===== src/rtl/pipeline_mem_skid.sv =====
// Memory-to-Writeback pipeline stage. A 2-entry skid buffer lets Writeback stall the pipe
// while in_ready stays a function of registered state only.
module pipeline_mem_skid #(
    parameter int unsigned DATA_W = 64,
    parameter int unsigned RD_W   = 4,
    parameter int unsigned WEN_W  = 2
) (
    input  logic              clk,
    input  logic              rst,
    input  logic              flush,
    input  logic              in_valid,
    output logic              in_ready,
    input  logic [WEN_W-1:0]  wEn_in,
    input  logic [RD_W-1:0]   rd_in,
    input  logic [DATA_W-1:0] data_in,
    output logic              out_valid,
    input  logic              out_ready,
    output logic [WEN_W-1:0]  wEn_out,
    output logic [RD_W-1:0]   rd_out,
    output logic [DATA_W-1:0] data_out,
    output logic [1:0]        occupancy,
    input  logic [RD_W-1:0]   query_rd,
    output logic              query_hit
);

    typedef enum logic [1:0] {
        StEmpty = 2'd0,
        StOne   = 2'd1,
        StTwo   = 2'd2
    } state_e;

    state_e            state;
    logic              main_valid;
    logic [WEN_W-1:0]  main_wen;
    logic [RD_W-1:0]   main_rd;
    logic [DATA_W-1:0] main_data;
    logic              skid_valid;
    logic [WEN_W-1:0]  skid_wen;
    logic [RD_W-1:0]   skid_rd;
    logic [DATA_W-1:0] skid_data;

    logic accept;
    logic pop;

    assign in_ready  = (state != StTwo);
    assign out_valid = (state != StEmpty);
    assign occupancy = state;
    assign accept    = in_valid && in_ready;
    assign pop       = out_valid && out_ready;

    always_ff @(posedge clk) begin
        if (rst) begin
            state      <= StEmpty;
            main_valid <= 1'b0;
            main_wen   <= '0;
            main_rd    <= '0;
            main_data  <= '0;
            skid_valid <= 1'b0;
            skid_wen   <= '0;
            skid_rd    <= '0;
            skid_data  <= '0;
        end else if (flush) begin
            // Payloads are kept so rd_out/data_out still show the last loaded entry.
            state      <= StEmpty;
            main_valid <= 1'b0;
            skid_valid <= 1'b0;
        end else begin
            case (state)
                StEmpty: begin
                    if (accept) begin
                        main_valid <= 1'b1;
                        main_wen   <= wEn_in;
                        main_rd    <= rd_in;
                        main_data  <= data_in;
                        state      <= StOne;
                    end
                end
                StOne: begin
                    if (accept && pop) begin
                        main_wen  <= wEn_in;
                        main_rd   <= rd_in;
                        main_data <= data_in;
                    end else if (accept) begin
                        skid_valid <= 1'b1;
                        skid_wen   <= wEn_in;
                        skid_rd    <= rd_in;
                        skid_data  <= data_in;
                        state      <= StTwo;
                    end else if (pop) begin
                        main_valid <= 1'b0;
                        state      <= StEmpty;
                    end
                end
                StTwo: begin
                    if (pop) begin
                        main_wen   <= skid_wen;
                        main_rd    <= skid_rd;
                        main_data  <= skid_data;
                        skid_valid <= 1'b0;
                        state      <= StOne;
                    end
                end
                default: begin
                    state      <= StEmpty;
                    main_valid <= 1'b0;
                    skid_valid <= 1'b0;
                end
            endcase
        end
    end

    assign wEn_out  = main_valid ? main_wen : '0;
    assign rd_out   = main_rd;
    assign data_out = main_data;

    assign query_hit = (main_valid && (main_wen != '0) && (main_rd == query_rd)) ||
                       (skid_valid && (skid_wen != '0) && (skid_rd == query_rd));

endmodule


===== config.mk =====
export PLATFORM = sky130hd
export DESIGN_NAME = pipeline_mem_skid
export DESIGN_NICKNAME = d
export VERILOG_FILES = /design/src/rtl/pipeline_mem_skid.sv
export SDC_FILE = /design/constraint.sdc
export NUM_CORES = 1
export LEC_CHECK = 0
export CORE_UTILIZATION = 60
export CTS_BUF_LIST = sky130_fd_sc_hd__clkbuf_8 sky130_fd_sc_hd__clkbuf_16
export DETAILED_ROUTE_END_ITERATION = 6
export DONT_BUFFER_PORTS = 1
export GPL_TIMING_DRIVEN = 0
export PLACE_DENSITY = 0.82
export SETUP_SLACK_MARGIN = 0.5
export SYNTH_ARGS = -nofsm -noshare
export SYNTH_HDL_FRONTEND = slang
export SYNTH_SLANG_ARGS = --single-unit

===== constraint.sdc =====
create_clock -name clk -period 1.63 [get_ports clk]
set_input_delay 0.4075 -clock clk [delete_from_list [all_inputs] [get_ports clk]]
set_output_delay 0.4075 -clock clk [all_outputs]
set_load 0.005 [all_outputs]

==> results of run 1 <==
cell usage after synthesis (all sizes together):
cell type | n | area share (%)
a2bb2oi | 1 | 0.13
dfxtp | 144 | 43
clkbuf | 37 | 2.1
nand2 | 143 | 8.1
nor2b | 70 | 6.6
o41ai | 70 | 10
o21ai | 73 | 5.5
mux2i | 70 | 11
nor3 | 3 | 0.30
inv | 2 | 0.11
nor2 | 2 | 0.11
nand3 | 1 | 0.075
or3 | 1 | 0.094
and2 | 2 | 0.19
nand2b | 3 | 0.28
and2b | 1 | 0.11
a21oi | 73 | 5.6
o21bai | 1 | 0.11
xnor2 | 7 | 0.92
or2 | 1 | 0.094
a211oi | 1 | 0.11
buf | 40 | 4.2
xor2 | 1 | 0.13
a2111oi | 1 | 0.13
a31oi | 1 | 0.094
o211ai | 2 | 0.23
and3b | 1 | 0.13
nand4 | 1 | 0.094
cell families after synthesis:
logic type / after synthesis
xor gates and xnor gates: 8
AOI/OAI and AO/OA: 223
muxes: 70
buffers and inverters: 79
DFF: 144
and+or+nand+nor: 229
per-stage QoR:
stage / cells / hold WS, ps / util [%] / area, µm²
detailed placement: 893 / 451 / 65.3 / 7050
global placement: 893 / 445 / 65.3 / 7050
floorplan: 753 / 438 / - / 6870
==> metrics, run 1 <==
FP Rows=38; yosys warns=0; mapped cell area=6630 µm²; Synth Area in Simple Gates=16.2%; io pins=154; status=aborted with a tool error; setup bufs post-CTS=45; post-synth cell types=35; detailed placer's ending HPWL=12.6 mm; Net Count, Synth=832; Adder-Cell Fraction of Synth Area=0%; register area share after synthesis=43.5%; Die Span X=107 µm; deepest clock path buffer count=2; Post-Synth XOR/XNOR Area=1.06%; Starting Density=61.4%; largest family of logic cells by synthesized area=compound AO/OA/AOI/OAI gates; Final Wtd Congestion=0.869; Synth Area per Inst=8.80 µm²; clock root buffer=clkbuf_8; DP Worst Slack=-229 ps; synthesis-stage register bit count=144; Die Height=107 µm; CTS buffer count=17; hold buffers post-CTS=27; H-tree depth=4; Halt Stage=clock tree synthesis (4_1_cts); Mapped Cells=753; Tool Error=[ERROR DPL-0033] detailed placement checks failed during check placement.; compound-gate portion of the synthesized area=22.3%; Sink Count=144; post-CTS sizing=475; post-synthesis mux area share=10.6%; Port Buffer Count=0
==> inputs of run 2 (changes only) <==
==> config.mk (replaced) <==
export PLATFORM = sky130hd
export DESIGN_NAME = pipeline_mem_skid
export DESIGN_NICKNAME = d
export VERILOG_FILES = /design/src/rtl/pipeline_mem_skid.sv
export SDC_FILE = /design/constraint.sdc
export NUM_CORES = 1
export LEC_CHECK = 0
export CORE_UTILIZATION = 40
export DETAILED_ROUTE_END_ITERATION = 6
export DONT_BUFFER_PORTS = 1
export GPL_TIMING_DRIVEN = 0
export PLACE_DENSITY_LB_ADDON = 0.15
export SYNTH_ARGS = -nofsm -noshare
export SYNTH_HDL_FRONTEND = slang
export SYNTH_SLANG_ARGS = --single-unit
==> run 2 against run 1 <==
Net effect: the flow now finishes, with violations (negative setup slack); synthesized area is the same; synthesized cell count is the same.
==> metrics, run 2 <==
status=complete, but fails checks; failing checks=negative setup slack; yosys warns=0; Layout area overhead=17.4%; vias per inst=5.54; nets@finish=857; Final min period=1650 ps; most common library cell in the layout ignoring fill and taps=nand2_1; first-pass GRT wire length=29.0 mm; reg2reg setup slack=40 ps; routed vias=5577; Setup TNS Final=-30.8 ps; Fin. Hold Viols=0; largest net degree at the start of global routing=17; most frequent cells in the layout=nand2_1 (143), dfxtp_1 (134), a21oi_1 (72); vias in the first global route=5407; # DRC=0; initial antenna violation count=0; Starting Density=41.3%; Crit path largest cell delay=360 ps; CP max FO=3; post-synth cell types=35; Net Count, Synth=832; Crit Path Class=register to output port; Slew headroom=55.8%; detailed placer's ending HPWL=13.7 mm; Worst Path Arrival=1250 ps; register area share after synthesis=43.5%; Sink Count=144; Mapped Cells=753; Routed wire per std cell=19.1 µm; Area contributors post-synth=dfxtp_1 (43%), mux2i_1 (11%), nand2_1 (8.1%); CP bufs+invs=0; CTS tree=done; LEAKAGE=3.19 nW; H-tree depth=4; Antenna Violating Nets Remaining=0; CTS buffer count=17; Yosys top cell area share=43.5%; worst-path cell chain=xor2_2 > nor2_1 > nand4_1 > o21ai_2; Pwr Density=1070 nW/µm²; mapped cell area=6630 µm²; io pins=154; clock skew=7.62 ps; startpoint types=register; gr ovfl total=0; Port Buffer Count=0; hold buffers post-CTS=0; delay-heaviest family, CP=flip-flops; Die Span X=131 µm; area leader, netlist=dfxtp_1; deepest clock path buffer count=2; Post-synth EDFFs=0; synthesis-stage register bit count=144; min-delay worst type=input port to register; RSZ-0062 raised after global routing=yes; most common cell in the netlist=dfxtp_1; clk_lat worst skew=420 ps; highest clock rate=0.604 GHz; Worst-path clk slew=60 ps; CP max-delay cell=dfxtp_4; final worst-path cycle share=101%; clock root buffer=clkbuf_16; GR Util All Layers=22.6%; Peak VDD IR=0.000717 V; FFs w/ async S/R, synth=0%; # Max-Cap Violations=0; DP Worst Slack=-480 ps; FP Rows=46; Final setup viols=2; WL final=19.2 mm; Core ar.=16100 µm²; Synth Flop Type=dfxtp_1; Synth Area per Inst=8.80 µm²; top cells by count, synth=dfxtp_1 (144), nand2_1 (143), a21oi_1 (72); WP data required=1220 ps; Die Height=131 µm; die area=17100 µm²; setup ws final=-24.4 ps; Slew Limit Fails=0; Worst-Margin Slew=664 ps; CP Capture Type=output port; initial drt markers=323; layout cells sized above 1=14.0%; diode count=0; total iterations of the first detailed-routing run=5; Final Wtd Congestion=0.800
[run 2: cell type report]
| class | count | area (µm²) |
|---|---|---|
| repair buffers | 6 | 76.3 |
| flip-flops and latches | 144 | 2910 |
| inverters | 2 | 7.51 |
| well taps | 216 | 270 |
| plain buffers | 77 | 505 |
| clock buffers | 22 | 474 |
| multi-input cells | 530 | 3410 |
| clock inverters | 10 | 134 |
| fillers | 1498 | 8270 |
[run 2: logic make-up after synthesis]
family / share of synthesized area [%]
XOR/XNOR: 1.06
multiplexers: 10.6
flip-flops: 43.5
buffers and inverters: 6.44
AO/OA/AOI/OAI: 22.3
AND/OR/NAND/NOR: 16.2
[run 2: power by group]
group	internal, mW	switching, mW
Combinational	0.243	0.401
Sequential	3.63	0.0848
Clock	2.52	1.49
Total	6.39	1.97
[run 2: worst register-to-register path: cells and delay by family (launching register included)]
| kind | cells | cell delay [ps] |
|---|---|---|
| simple gates | 1 | 130 |
| flops | 1 | 390 |
| compound gates | 1 | 100 |
| mux | 1 | 300 |
| buf+inv | 3 | 530 |
[run 2: what timing repair did]
item                                    CTS  global route
hold endpoints to repair                  0             0
gates cloned                              0             1
endpoints found under the setup margin  143           137
resized for setup                        31            33
setup buffers                             4             1
pin swaps                                 8             2
[run 2: worst paths after layout]
| check | startpoint | cells after the start | end |
|---|---|---|---|
| min | out_ready | 1 | occupancy[1] |
| max | rd_out[2] | 4 | query_hit |
| max reg2reg | occupancy[0] | 6 | main_wen[1] |
| min reg2reg | skid_data[52] | 2 | skid_data[52] |
[run 2: metal layers]
| layer | wire length, µm | track usage, % |
|---|---|---|
| met2 | 8760 | 36.0 |
| met1 | 8320 | 28.1 |
| met3 | 1710 | 7.78 |
| met5 | 0 | 0 |
| met4 | 446 | 8.79 |
[run 2: per-stage QoR]
stage	hold slack, ps	cell area, µm²	utilization (%)	std cells	power [mW]
final	70.2	7790	48.5	1007	8.36
after global placement	441	6900	43.0	969	4.35
after CTS	53.9	7630	47.5	1005	8.41
after floorplan	436	6630	-	753	4.20
after detailed placement	446	6900	43.0	969	4.37
after global routing	60.8	7790	48.5	1007	8.65
Power figures use the tool's default switching activity.
